**src/rtl/sqrt_pipe_if.sv**
```systemverilog
// Operand/result bundle for sqrt_pipe: radicand in, floor root and remainder out.
// Optional SQRT_EXACT_FLAG_EN adds the perfect-square flag 'exact'.
interface sqrt_pipe_if #(
  parameter int DATA_WIDTH = 21
);
  localparam int Q_WIDTH   = (DATA_WIDTH + 1) / 2;
  localparam int REM_WIDTH = Q_WIDTH + 1;

  logic                  in_valid;
  logic [DATA_WIDTH-1:0] radical;
  logic                  out_valid;
  logic [Q_WIDTH-1:0]    q;
  logic [REM_WIDTH-1:0]  remainder;
`ifdef SQRT_EXACT_FLAG_EN
  logic                  exact;
`endif

  modport master (
    output in_valid,
    output radical,
    input  out_valid,
    input  q,
`ifdef SQRT_EXACT_FLAG_EN
    input  exact,
`endif
    input  remainder
  );

  modport slave (
    input  in_valid,
    input  radical,
    output out_valid,
    output q,
`ifdef SQRT_EXACT_FLAG_EN
    output exact,
`endif
    output remainder
  );
endinterface

```
**src/rtl/sqrt_pipe.sv**
```systemverilog
// Fully pipelined restoring binary square root, one root bit per stage, MSB first.
// Optional macro SQRT_EXACT_FLAG_EN adds a registered perfect-square flag.
module sqrt_pipe #(
  parameter int DATA_WIDTH = 21
) (
  input  logic       clk_main,
  input  logic       sys_rst,
  sqrt_pipe_if.slave bus
);
  localparam int Q_WIDTH    = (DATA_WIDTH + 1) / 2;
  localparam int REM_WIDTH  = Q_WIDTH + 1;
  localparam int PAD_WIDTH  = 2 * Q_WIDTH;
  localparam int STEP_WIDTH = Q_WIDTH + REM_WIDTH;

  // One digit step: returns {next root, next partial remainder}.
  function automatic logic [STEP_WIDTH-1:0] sqrt_step(
    input logic [REM_WIDTH-1:0] rem,
    input logic [Q_WIDTH-1:0]   root,
    input logic [1:0]           pair
  );
    logic [REM_WIDTH+1:0] cand;
    logic [REM_WIDTH+1:0] sub;
    logic [Q_WIDTH-1:0]   root_zero;
    logic [Q_WIDTH-1:0]   root_one;
    cand      = {rem, pair};
    sub       = {1'b0, root, 2'b01};
    root_zero = root << 1'b1;
    root_one  = root_zero | Q_WIDTH'(1'b1);
    if (cand >= sub) begin
      return {root_one, REM_WIDTH'(cand - sub)};
    end else begin
      return {root_zero, REM_WIDTH'(cand)};
    end
  endfunction

  logic [PAD_WIDTH-1:0] rad_pad_s;
  assign rad_pad_s = PAD_WIDTH'(bus.radical);

  // Stage k sees the 2*(Q_WIDTH-k) radicand bits not yet consumed and forwards the rest.
  for (genvar k = 0; k < Q_WIDTH; k++) begin : g_stage
    localparam int IN_W = 2 * (Q_WIDTH - k);

    logic [IN_W-1:0]       rad_s;
    logic [REM_WIDTH-1:0]  rem_s;
    logic [Q_WIDTH-1:0]    root_s;
    logic                  vld_s;
    logic [STEP_WIDTH-1:0] step_s;
    logic [REM_WIDTH-1:0]  rem_d;
    logic [REM_WIDTH-1:0]  rem_q;
    logic [Q_WIDTH-1:0]    root_d;
    logic [Q_WIDTH-1:0]    root_q;
    logic                  vld_q;

    if (k == 0) begin : g_head
      assign rad_s  = rad_pad_s;
      assign rem_s  = {REM_WIDTH{1'b0}};
      assign root_s = {Q_WIDTH{1'b0}};
      assign vld_s  = bus.in_valid;
    end else begin : g_body
      assign rad_s  = g_stage[k-1].g_fwd.rad_q;
      assign rem_s  = g_stage[k-1].rem_q;
      assign root_s = g_stage[k-1].root_q;
      assign vld_s  = g_stage[k-1].vld_q;
    end

    assign step_s = sqrt_step(rem_s, root_s, rad_s[IN_W-1 -: 2]);
    assign root_d = step_s[REM_WIDTH +: Q_WIDTH];
    assign rem_d  = step_s[0 +: REM_WIDTH];

    // Partial root/remainder and valid bit advance every cycle.
    always_ff @(posedge clk_main) begin
      if (sys_rst) begin
        rem_q  <= {REM_WIDTH{1'b0}};
        root_q <= {Q_WIDTH{1'b0}};
        vld_q  <= 1'b0;
      end else begin
        rem_q  <= rem_d;
        root_q <= root_d;
        vld_q  <= vld_s;
      end
    end

    if (k < Q_WIDTH - 1) begin : g_fwd
      logic [IN_W-3:0] rad_q;

      // Remaining radicand bits for the following stage.
      always_ff @(posedge clk_main) begin
        if (sys_rst) begin
          rad_q <= {(IN_W-2){1'b0}};
        end else begin
          rad_q <= rad_s[IN_W-3:0];
        end
      end
    end
  end

  logic                 out_valid_q;
  logic [Q_WIDTH-1:0]   res_q_q;
  logic [REM_WIDTH-1:0] res_rem_q;

  // Result registers load only when the last stage carries a valid operand.
  always_ff @(posedge clk_main) begin
    if (sys_rst) begin
      out_valid_q <= 1'b0;
      res_q_q     <= {Q_WIDTH{1'b0}};
      res_rem_q   <= {REM_WIDTH{1'b0}};
    end else begin
      out_valid_q <= g_stage[Q_WIDTH-1].vld_q;
      if (g_stage[Q_WIDTH-1].vld_q) begin
        res_q_q   <= g_stage[Q_WIDTH-1].root_q;
        res_rem_q <= g_stage[Q_WIDTH-1].rem_q;
      end
    end
  end

  assign bus.out_valid = out_valid_q;
  assign bus.q         = res_q_q;
  assign bus.remainder = res_rem_q;

`ifdef SQRT_EXACT_FLAG_EN
  logic exact_q;

  // Perfect-square flag tracks the result registers.
  always_ff @(posedge clk_main) begin
    if (sys_rst) begin
      exact_q <= 1'b0;
    end else if (g_stage[Q_WIDTH-1].vld_q) begin
      exact_q <= (g_stage[Q_WIDTH-1].rem_q == {REM_WIDTH{1'b0}});
    end else begin
      exact_q <= exact_q;
    end
  end

  assign bus.exact = exact_q;
`endif
endmodule

```
**src/flat_wrapper.sv**
```systemverilog
// flat-port wrapper written by rule: the top's interface ports become plain ports
module sqrt_pipe_flat 
#(
  parameter int DATA_WIDTH = 21
)
  (clk_main, sys_rst, bus_in_valid, bus_radical, bus_out_valid, bus_q, bus_remainder);
  sqrt_pipe_if #(.DATA_WIDTH(DATA_WIDTH)) bus_i ();
  input  logic clk_main;
  input  logic sys_rst;
  input wire logic [$bits(bus_i.in_valid)-1:0] bus_in_valid;
  input wire logic [$bits(bus_i.radical)-1:0] bus_radical;
  output wire logic [$bits(bus_i.out_valid)-1:0] bus_out_valid;
  output wire logic [$bits(bus_i.q)-1:0] bus_q;
  output wire logic [$bits(bus_i.remainder)-1:0] bus_remainder;
  assign bus_i.in_valid = bus_in_valid;
  assign bus_i.radical = bus_radical;
  assign bus_out_valid = bus_i.out_valid;
  assign bus_q = bus_i.q;
  assign bus_remainder = bus_i.remainder;
  sqrt_pipe #(.DATA_WIDTH(DATA_WIDTH)) u_core (.clk_main(clk_main), .sys_rst(sys_rst), .bus(bus_i));
endmodule
```
**config.mk**
```make
export PLATFORM = sky130hd
export DESIGN_NAME = sqrt_pipe_flat
export DESIGN_NICKNAME = d
export VERILOG_FILES = /design/src/rtl/sqrt_pipe_if.sv /design/src/rtl/sqrt_pipe.sv /design/src/flat_wrapper.sv
export SDC_FILE = /design/constraint.sdc
export NUM_CORES = 1
export LEC_CHECK = 0
export CAP_MARGIN = 20
export CORE_MARGIN = 4
export CORE_UTILIZATION = 30
export DETAILED_ROUTE_END_ITERATION = 8
export PLACE_DENSITY = 0.45
export SYNTH_ARGS = -nofsm -noshare
export SYNTH_HDL_FRONTEND = slang
export SYNTH_SLANG_ARGS = --single-unit
```
**constraint.sdc**
```tcl
create_clock -name clk_main -period 4.67 [get_ports clk_main]
set_input_delay 0.934 -clock clk_main [delete_from_list [all_inputs] [get_ports clk_main]]
set_output_delay 0.934 -clock clk_main [all_outputs]
set_load 0.01 [all_outputs]
```
; ---- After elaboration in Yosys (flattened, before gate mapping)
; Cells that the tools add are included.
; W data, S select, Z words.
[word_totals]
reg_bits = 333
in_bits = 24
[op_classes]
n_addsub = 11
order_cmp = 11
muxes = 11
bitwise_logic = 1
reduce_logical = 1
[ops]
columns = op, count
row1 = $mux W13, 11
row2 = $ge A14 B10 Y1, 1
row3 = $ge A14 B11 Y1, 1
row4 = $ge A14 B12 Y1, 1
row5 = $ge A14 B3 Y1, 1
row6 = $ge A14 B4 Y1, 1
row7 = $ge A14 B5 Y1, 1
row8 = $ge A14 B6 Y1, 1
row9 = $ge A14 B7 Y1, 1
row10 = $ge A14 B8 Y1, 1
row11 = $ge A14 B9 Y1, 1
row12 = $sub A12 B10 Y12, 1
row13 = $sub A12 B11 Y12, 1
row14 = $sub A12 B12 Y12, 1
row15 = $sub A12 B4 Y12, 1
row16 = $sub A12 B5 Y12, 1
row17 = $sub A12 B6 Y12, 1
row18 = $sub A12 B7 Y12, 1
row19 = $sub A12 B8 Y12, 1
row20 = $sub A12 B9 Y12, 1
row21 = $sub A4 B4 Y5, 1
row22 = $reduce_or A2 Y1, 1
row23 = $sub A1 B1 Y2 const B, 1
row24 = $ge A1 B1 Y1 const B, 1
row25 = $not A1 Y1, 1

; ---- Logic depth before layout (Yosys ltp)
[logic_depth]
ltp_word = 3
depth_mapped = 10
ltp_nobuf = 9

; ---- Least setup slack after synthesis
; OpenSTA, ideal clock, no wires.
[synth_timing]
kind = register to register
start = register u_core.g_stage[6].root_q[5]
end = register u_core.g_stage[7].rem_q[5]
setup_time_ns = 0.128
t_arrival_ns = 2.080
required_time_ns = 4.542
path_slack_ns = 2.462
path_stages_with_launch = 10
period_less_slack_ns = 2.208
cell_sequence = dfxtp_1 > inv_1 > ha_1 > a21o_1 > a211o_1 > or3_4 > nor2_4 > buf_4 > mux2i_1 > nor2_1
[synth_between]
elab_chain_len = 2
[synth_rtl]
columns = element, line
row1 = from (decl), sqrt_pipe.sv:51  ; logic [Q_WIDTH-1:0] root_q;
row2 = from (signal assigned), sqrt_pipe.sv:74  ; root_q <= {Q_WIDTH{1'b0}};
row3 = from (signal assigned), sqrt_pipe.sv:78  ; root_q <= root_d;
row4 = $ge A14 B9 Y1, sqrt_pipe.sv:29  ; if (cand >= sub) begin
row5 = $mux W13, sqrt_pipe.sv:29
row6 = to (signal assigned), sqrt_pipe.sv:73  ; rem_q <= {REM_WIDTH{1'b0}};
row7 = to (signal assigned), sqrt_pipe.sv:77  ; rem_q <= rem_d;
row8 = to (decl), sqrt_pipe.sv:49  ; logic [REM_WIDTH-1:0] rem_q;
; Every way passes these cells.
; A chain may end at the register's enable or synchronous reset.

; ---- Final worst setup path
[layout_timing]
start = register u_core.g_stage[7].root_q[7]
end = register u_core.g_stage[8].rem_q[11]
[layout_between]
elab_chain_len = 2
word_cells_on_any_way = 3
[layout_rtl]
columns = element, line
row1 = from (decl), sqrt_pipe.sv:51
row2 = from (signal assigned), sqrt_pipe.sv:74
row3 = from (signal assigned), sqrt_pipe.sv:78
row4 = $sub A12 B10 Y12 / $ge A14 B10 Y1 (equally long branches), "sqrt_pipe.sv:30, sqrt_pipe.sv:29"
row5 = $mux W13 *, sqrt_pipe.sv:29
row6 = to (signal assigned), sqrt_pipe.sv:73
row7 = to (signal assigned), sqrt_pipe.sv:77
row8 = to (decl), sqrt_pipe.sv:49
; Mark *: on every way between the ends. The rest lies on a longest branch, timed or not.

==> flow_metrics.tcl <==
set metrics [dict create \
    outcome "finished, final reports clean" \
    cp.arrival_ns 3.06 \
    mostFrequentLayoutCell "dfxtp_1" \
    synth_fp_nets 1520 \
    cts_max_level 2 \
    die_w_um 219 \
    coreArea_um2 43500 \
    fin_skew_ns 0.0247 \
    power_mw 9.73 \
    cp-start-kind "flop" \
    ys_seq_elements 325 \
    drt_wl_total_um 27700 \
    hold_viol_final 0 \
    critPathKind "flop to flop" \
    setup_viol 0 \
    final_layout_size_suffix_gt1_share_pct 5.80 \
    port_buffers 47 \
    diodes 0 \
    slowest_delay_ns 0.41 \
    synthFlopType "dfxtp_1" \
    syn_avg_cell_area_um2 9.36 \
    multi_input_area_um2 6220 \
    worst_pin_slew_ns 0.860 \
    path_clk_slew_ns 0.06 \
    relSlewSlack_pct 42.5 \
    crit_buf_inv 1 \
    ctsResizeCount 0 \
    power.density_nw_per_um2 627 \
    fin_nets 1557 \
    clk_latency_ns 0.53 \
    pin_count 48 \
    syn_inst 1421 \
    fin_crit_sh_pct 57.0 \
    num_rows 76 \
    crit_family "simple AND/OR/NAND/NOR gates" \
    dp.final_hpwl_um 19700 \
    area_growth_pct 16.7 \
    async_flop_share_pct 0 \
    first_iter_violations 340 \
    die-area_um2 47800 \
    regArea_um2 6510 \
    antenna_found_initial 0 \
    cp-end-kind "flop" \
    cts.sinks 325 \
    grt_use_total_pct 11.7 \
    required_ns 5.07 \
    vdd_ir_drop_max_v 0.000303 \
    via_count 9242 \
    most-common-layout-cells "dfxtp_1 (325), nor2_1 (201), nor2b_1 (143), inv_1 (93), ha_1 (75)" \
    grt_overflow 0 \
    drtAntennaViolNets 0 \
    yosysTopAreaCell "dfxtp_1" \
    cp_cell_sequence "inv_1, ha_1, or2_2, or4_1, nor3_1, nand2b_1, o211ai_1, mux2_2" \
    critPathMaxFanout 11 \
    cts_buffers 36 \
    cts_tree "built" \
    die_h_um 219 \
    synth.top_cell.area_share_pct 48.9 \
    period_needed_ns 2.66 \
    grt_pass1_wl_um 46300 \
    fin_setup_tns_ns 0 \
    hold_buffers 0 \
    root_buffer "clkbuf_16" \
    fmax_mhz 375 \
    slew_violations 0 \
    dr.pass1.iters 5 \
    hp-class "flop to flop" \
    stdcell_count 2069 \
    cts_buffer_depth 3 \
    maxCapViolations 0 \
    cts_setup_buffers 0 \
    synth_cell_types 72 \
    dp.cells 2005 \
    drcViolationCount 0 \
    utilization_pct 35.7 \
    fillerInstances 4524 \
    synth_top_cells_by_area "dfxtp_1 (49%), ha_1 (7.1%), nor2b_1 (6.7%), nor2_1 (5.7%), mux2i_1 (3.5%)" \
    initial_core_util_pct 30.6 \
    grt_pass1_vias 9180 \
    via_per_inst 4.47 \
    synth_area_um2 13300 \
    grt_setup_unrepaired "false" \
    slowest_stage "or4_1" \
    synth_edf_count 0 \
    gp_congestion 0.794 \
    power_leakage_nw 6.03 \
    ys_seq_area_share_pct 48.9 \
    routedWlPerCell_um 13.4 \
    yosys_warnings 0 \
    grt_max_degree 92 \
]
[layer usage]
metal  track usage, %  share of wire, %  wire length, µm
met5                0                 0                0
met4             3.29               2.3              640
met3             2.24               3.5              971
met2             19.2                45            12500
met1             15.7                49            13600
[cell type report]
cell class | instances | area share, %
Timing Repair Buffer | 53 | 3.35
Inverter | 93 | 2.25
Clock inverter | 10 | 0.766
Clock buffer | 54 | 6.90
Sequential cell | 325 | 41.9
Tap cell | 585 | 4.72
Multi-Input combinational cell | 949 | 40.1
[stage by stage]
stage               worst slack [ns]  instance area, µm²  hold WS [ns]
finish                          2.01               15500         0.420
global route                    1.85               15500         0.446
CTS                             1.99               15500         0.434
detailed placement              2.03               14300         0.420
global placement                2.09               14300         0.417
floorplan                       2.46               13300         0.414
[cell families (layout without fill, tap and decap cells)]
logic type,count (synthesis),after routing,share of synthesized area (%)
flip-flops,325,325,48.9
buffers and inverters,147,210,4.31
AO/OA/AOI/OAI,239,239,11.8
AND/OR/NAND/NOR,524,524,20.2
XOR/XNOR,61,61,4.02
adder cells (fa/ha/maj),75,75,7.06
multiplexers,49,49,3.71
other,1,1,0.0282
[sequential cells by signal (all words and copies together), names as in the netlist]
register                    count
u_core.g_stage.vld_s            1
u_core.bus.q                   11
u_core.g_stage.rem_s           12
u_core.g_stage.rad_s            2
u_core.g_stage.root_q          56
u_core.g_stage.rem_q          102
u_core.bus.remainder           12
u_core.g_stage.vld_q           10
u_core.g_stage.root_s          10
u_core.bus.out_valid            1
u_core.g_stage.g_fwd.rad_q    108
[final timing paths]
path	start	end	slack, ns	cells after the start
setup / recovery	u_core.g_stage[7].root_q[7]	u_core.g_stage[8].rem_q[11]	2.01	8
hold / removal	u_core.g_stage[3].g_fwd.rad_q[0]	u_core.g_stage[4].g_fwd.rad_q[0]	0.42	1
setup reg to reg	u_core.g_stage[7].root_q[7]	u_core.g_stage[8].rem_q[11]	2.01	8
hold reg to reg	u_core.g_stage[3].g_fwd.rad_q[0]	u_core.g_stage[4].g_fwd.rad_q[0]	0.42	1
[Yosys cell counts, types with 7 or more instances]
| cell type | n |
|---|---|
| o21ai_0 | 55 |
| nor4_1 | 8 |
| o211ai_1 | 11 |
| xnor2_1 | 44 |
| dfxtp_1 | 325 |
| o21a_1 | 22 |
| inv_1 | 93 |
| o31ai_1 | 7 |
| a211oi_1 | 17 |
| xor2_1 | 17 |
| clkbuf_1 | 41 |
| mux2i_1 | 47 |
| nor2_1 | 201 |
| nor3_1 | 32 |
| nor2b_1 | 143 |
| nand2b_1 | 10 |
| nand4_1 | 10 |
| ha_1 | 75 |
| a21o_1 | 11 |
| or3_1 | 11 |
| a21oi_1 | 66 |
| nand2_1 | 40 |
| nand3_1 | 28 |
[power by group]
group / switching [mW] / total (mW) / internal [mW]
Sequential: 0.246 / 3.44 / 3.19
Combinational: 1.98 / 3.48 / 1.51
Clock: 1.11 / 2.81 / 1.70
No activity file was read; power rests on OpenSTA's default activity.
